===== src/rtl/wb_grf.sv =====
// Write-back stage and 32x32 general register file with retired-instruction counter.
// Define GRF_BYPASS_EN to make same-cycle reads of the register being written return W_wd.
module wb_grf (
  input  logic        clk,
  input  logic        reset,
  input  logic [31:0] W_instr,
  input  logic [31:0] W_pc,
  input  logic [31:0] W_DM_RD,
  input  logic [4:0]  W_GRF_WA,
  input  logic [31:0] W_ALU_result,
  input  logic [31:0] W_MDU_result,
  input  logic [4:0]  D_rs_addr,
  input  logic [4:0]  D_rt_addr,
  output logic [31:0] D_rs_data,
  output logic [31:0] D_rt_data,
  output logic [31:0] W_wd,
  output logic        W_we,
  output logic [31:0] retire_cnt
);

  localparam logic [5:0] OP_SPECIAL = 6'b000000;
  localparam logic [5:0] OP_JAL     = 6'b000011;
  localparam logic [5:0] OP_LW      = 6'b100011;
  localparam logic [5:0] OP_LH      = 6'b100001;
  localparam logic [5:0] OP_LB      = 6'b100000;
  localparam logic [5:0] OP_LHU     = 6'b100101;
  localparam logic [5:0] OP_LBU     = 6'b100100;
  localparam logic [5:0] FN_JALR    = 6'b001001;
  localparam logic [5:0] FN_MFHI    = 6'b010000;
  localparam logic [5:0] FN_MFLO    = 6'b010010;

  logic [5:0]  op;
  logic [5:0]  funct;
  logic        is_load;
  logic        is_link;
  logic        is_mfhilo;
  logic [31:0] gpr [1:31];

  assign op    = W_instr[31:26];
  assign funct = W_instr[5:0];

  always_comb begin
    is_load   = (op == OP_LW) || (op == OP_LH) || (op == OP_LB) ||
                (op == OP_LHU) || (op == OP_LBU);
    is_link   = (op == OP_JAL) || ((op == OP_SPECIAL) && (funct == FN_JALR));
    is_mfhilo = (op == OP_SPECIAL) && ((funct == FN_MFHI) || (funct == FN_MFLO));
    W_wd      = W_ALU_result;
    if (is_load)
      W_wd = W_DM_RD;
    else if (is_link)
      W_wd = W_pc + 32'd8;
    else if (is_mfhilo)
      W_wd = W_MDU_result;
  end

  assign W_we = (W_GRF_WA != 5'd0);

  // $0 has no storage; the write enable already excludes it.
  always_ff @(posedge clk) begin
    if (reset) begin
      for (int i = 1; i < 32; i++)
        gpr[i] <= 32'h0;
    end else if (W_we) begin
      gpr[W_GRF_WA] <= W_wd;
    end
  end

  always_ff @(posedge clk) begin
    if (reset)
      retire_cnt <= 32'h0;
    else if (W_instr != 32'h0)
      retire_cnt <= retire_cnt + 32'd1;
  end

  always_comb begin
    D_rs_data = 32'h0;
    D_rt_data = 32'h0;
`ifdef GRF_BYPASS_EN
    if (D_rs_addr != 5'd0)
      D_rs_data = (W_we && (D_rs_addr == W_GRF_WA)) ? W_wd : gpr[D_rs_addr];
    if (D_rt_addr != 5'd0)
      D_rt_data = (W_we && (D_rt_addr == W_GRF_WA)) ? W_wd : gpr[D_rt_addr];
`else
    if (D_rs_addr != 5'd0)
      D_rs_data = gpr[D_rs_addr];
    if (D_rt_addr != 5'd0)
      D_rt_data = gpr[D_rt_addr];
`endif
  end

endmodule


===== config.mk =====
export PLATFORM = sky130hd
export DESIGN_NAME = wb_grf
export DESIGN_NICKNAME = d
export VERILOG_FILES = /design/src/rtl/wb_grf.sv
export SDC_FILE = /design/constraint.sdc
export NUM_CORES = 2
export LEC_CHECK = 0
export CAP_MARGIN = 20
export CORE_ASPECT_RATIO = 1.5
export CORE_UTILIZATION = 61
export DETAILED_ROUTE_END_ITERATION = 10
export GPL_ROUTABILITY_DRIVEN = 0
export MAX_ROUTING_LAYER = met4
export PLACE_DENSITY = 0.81
export SYNTH_ARGS = -nofsm -noshare
export SYNTH_HDL_FRONTEND = slang
export SYNTH_SLANG_ARGS = --single-unit

===== constraint.sdc =====
create_clock -name clk -period 3.7 [get_ports clk]
set_clock_uncertainty 0.2 [all_clocks]
set_input_delay 0.37 -clock clk [delete_from_list [all_inputs] [get_ports clk]]
set_output_delay 0.37 -clock clk [all_outputs]
set_load 0.05 [all_outputs]

Word-level counts from Yosys, hierarchy flattened
Memories as Yosys holds them, arrays and structs flattened.
Cells that the tools add are included.
Cells by class
  $add $sub $neg: 2
  eq/ne operators: 9
  multiplexer cells: 13
  reductions and logical operators: 14
Operators by type and width (number)
  32-bit 2-to-1 mux: 6
  32-bit by 1-bit adder with 32-bit output, second input constant: 1
  32-bit by 4-bit adder with 32-bit output, second input constant: 1
  32-bit nonzero test: 1
  32-bit OR reduction: 1
  6-bit equality test, second input constant: 5
  5-bit nonzero test: 3
  6-bit by 5-bit equality test with 1-bit output, second input constant: 2
  6-bit by 2-bit equality test with 1-bit output, second input constant: 1
  6-bit by 4-bit equality test with 1-bit output, second input constant: 1
  6-bit logical NOT: 1
  1-bit logical OR: 6
  1-bit 2-to-1 mux: 6
  5-bit 2-to-1 mux: 1
  1-bit logical AND: 2
Storage, ports and cells
  word-level logic and storage cells: 40
  memories kept: 1
  bits in registers: 32
  input port bits: 177
  bits in writable memories: 992
Memories
  gpr: words 31, width 32, rd ports 2, clocked after memory_dff 0, wr ports 31, line 37  | logic [31:0] gpr [1:31];

Logic depth before layout (Yosys ltp)
  depth after elaboration: 7
  mapped depth: 10
  mapped depth without buffers: 6

Worst setup path after synthesis
No wires, ideal clock.
  kind: in2out
  start point: in D_rt_addr[0]
  end point: out D_rt_data[21]
  stages on the path: 7
  arrival: 3.109 ns
  setup slack: 0.021 ns
  required time: 3.130 ns
  cell sequence: clkbuf_1 > buf_1 > buf_1 > mux4_2 > mux4_2 > nand2_1 > o21ai_0
On the way
  word-level cells in the longest chain between the ends: 2
  elaborated cells between the ends (all ways): 3
  classes of those cells: mux (1); reduce/logical (1); memory (1)
Ends and longest elaborated chain
  from (decl): line 13  | input logic [4:0] D_rt_addr,
  memory 31 x 32 bit / 5-bit nonzero test (equally long branches)
  32-bit 2-to-1 mux (*): line 86  | if (D_rt_addr != 5'd0)
  to (decl): line 15  | output logic [31:0] D_rt_data,
Every way passes the cells marked *; elsewhere a longest branch is shown, timed or not.

==> results.json <==
{
  "status": "complete, but fails checks",
  "violations": "negative setup slack",
  "cts_buffer_depth": 3,
  "grt_max_degree": 55,
  "cts_hold_buf": 0,
  "drtIter0Drc": 7663,
  "worstSkewPairLatency_ns": 0.72,
  "port_buffers": 305,
  "seq_power_share_pct": 49.1,
  "ys_seq_area_share_pct": 56.1,
  "synth.top_cells.by_area": "edfxtp_1 (55%), mux4_2 (26%), nor3_1 (4.0%)",
  "fp.dieH_microns": 373,
  "wire_per_inst_microns": 37.2,
  "p_int_uw": 21100,
  "critPathArrivalTime_ns": 3.20,
  "worst_slew_margin_rel_pct": 15.7,
  "grt_util_met3_pct": 16.3,
  "busiest_layer": "met2",
  "final_nets": 4265,
  "syn_to_final_growth_pct": 16.5,
  "final_core_util_pct": 72.0,
  "coreArea_sq_um": 90500,
  "gr-total-overflow": 0,
  "die_x_microns": 249,
  "cts_buffers": 94,
  "syn_area_sq_um": 56000,
  "cts_sinks": 1056,
  "swShare_pct": 27.0,
  "drtPass1Iterations": 9,
  "avgSynthCellArea_sq_um": 14.7,
  "end_kind": "primary output",
  "clockPowerShare_pct": 33.8,
  "fin_ws_ns": -0.0741,
  "dieArea_sq_um": 93000,
  "io-pin-count": 306,
  "synth-main-ff-cell": "edfxtp_1",
  "synth_commonest_cells": "edfxtp_1 (1024), mux4_2 (640), nor2_1 (522), nor3_1 (446), clkbuf_1 (263)",
  "synth_top_area_share_pct": 54.9,
  "hold_viol": 0,
  "powerDensity_nw_per_um2": 444,
  "cts.reportedPaths.clkPinSlew_ns": 0.07,
  "startpoint_type": "flop",
  "drt_wl_total_mm": 199,
  "drc": 0,
  "place_ws_ns": -0.00976,
  "ir_worst_vdd_uv": 384,
  "detailed_place_hpwl_mm": 118,
  "power_frac_comb_pct": 17.1,
  "use_met1_pct": 48.6,
  "ys_warn_count": 0,
  "first_global_vias": 43400,
  "cts_root_buf": "clkbuf_16",
  "tightest_slew_ns": 1.25,
  "synth-edff-count": 1024,
  "track_usage_pct": 44.6,
  "cts_max_level": 3,
  "yosys.area.top_type": "edfxtp_1",
  "ys_types": 54,
  "placed_cells": 5152,
  "ant_nets": 0,
  "drive_gt1_share_pct": 31.3,
  "fin_crit_ns": 3.77,
  "maxCapViolations": 0,
  "viasPerCell": 7.76,
  "netlist_instances": 3819,
  "cp.required_ns": 3.13,
  "cts_tree": "done",
  "switchingPower_uw": 7800,
  "antenna_found_initial": 15,
  "grt_use_met2_pct": 65.5,
  "hp-class": "in2reg",
  "rows": 135,
  "initial_utilization_pct": 61.8,
  "synth-seq-cells": 1056,
  "crit_fanout": 2,
  "synth-async-reset-ratio_pct": 0,
  "grt_pass1_wl_mm": 285,
  "synth.most_common_cell": "edfxtp_1",
  "num_vias": 41400,
  "rsz0062_at_grt": "yes",
  "critPathKind": "reg2out",
  "leakagePower_uw": 0.0222,
  "final_cells": 5338,
  "final-setup-viol-count": 3,
  "fmax_mhz": 265,
  "timing.final.max_slew_violations": 0,
  "finalCritPeriodShare_pct": 102
}
## layout make-up
cell class	instances	area, sq um
repair buffers	579	6020
fillers	5364	25300
multi-input cells	2248	22900
clock buffers	117	2550
clock inverters	51	390
well taps	1164	1460
inverters	107	402
flip-flops and latches	1056	31400
diodes	16	40.0
## power groups by stage
| stage | combinational (uW) | clock (uW) | sequential [uW] |
|---|---|---|---|
| floorplan | 2920 | 0 | 14300 |
| global placement | 4650 | 0 | 14300 |
| detailed placement | 4720 | 0 | 14400 |
| CTS | 4770 | 9690 | 14200 |
| global route | 5010 | 10100 | 14300 |
| finish | 4940 | 9790 | 14200 |
## layer usage
metal	up-vias	share of wire, %
met1	19600	27
met4	0	11
li1	15700	-
met5	-	0
met2	4666	45
met3	1464	17
## logic make-up (layout without fill, tap and decap cells)
| kind of cell | Yosys count | after routing | share of synthesized area (%) |
|---|---|---|---|
| buffers and inverters | 546 | 854 | 3.94 |
| adder cells (fa/ha/maj) | 2 | 2 | 0.0447 |
| AO/OA/AOI/OAI | 277 | 277 | 3.28 |
| multiplexers | 659 | 659 | 26.1 |
| XOR/XNOR | 10 | 10 | 0.156 |
| other | 1 | 48 | 0.00670 |
| AND/OR/NAND/NOR | 1268 | 1268 | 10.4 |
| flip-flops | 1056 | 1056 | 56.1 |
## registers in the layout (all words and copies together), names as in the netlist
register    flops
gpr          1024
retire_cnt     32
## critical path: stages (launching register included)
cell and delay, ns:
edfxtp_1 0.56, mux4_2 0.32, mux4_2 0.22, inv_1 0.04, o21ai_0 0.95, buf_4 0.38
## cell usage in the layout (no fill, tap or decap), types with 32 or more instances in the layout
cell type and count:
inv_1 104, nand2_1 95, dfxtp_1 32, a21oi_1 90
nor2_1 522, edfxtp_1 1024, o21ai_0 78, clkdlybuf4s50_1 198
buf_4 280, mux4_2 640, conb_1 32, clkbuf_16 98
buf_12 92, nor3_1 441
## through the flow
step / setup TNS, ns / instance area (sq um) / power [uW] / hold WS (ns)
after CTS: 0 / 65100 / 28600 / 0.237
after global routing: -0.00113 / 65200 / 29400 / 0.284
after floorplan: 0 / 56100 / 17200 / 0.464
after global placement: 0 / 62100 / 18900 / 0.263
after detailed placement: -0.0351 / 62100 / 19100 / 0.285
final: -0.114 / 65200 / 28900 / 0.268
## path summary, 6_finish.rpt
| check | depth (start not counted) | slack (ns) | endpoint | startpoint |
|---|---|---|---|---|
| worst max-delay path | 5 | -0.07 | D_rs_data[23] | gpr[0][23] |
| worst min-delay path | 3 | 0.27 | gpr[0][15] | W_DM_RD[15] |
| worst max register to register | 5 | 0.69 | retire_cnt[31] | retire_cnt[3] |
| worst min register to register | 2 | 0.30 | retire_cnt[31] | retire_cnt[31] |
## what timing repair did
item	4_1_cts	5_1_grt
setup endpoints to repair	1	14
setup buffers	0	2
pin swaps	0	3
resized for setup	1	9
(Power assumes the default switching activity.)
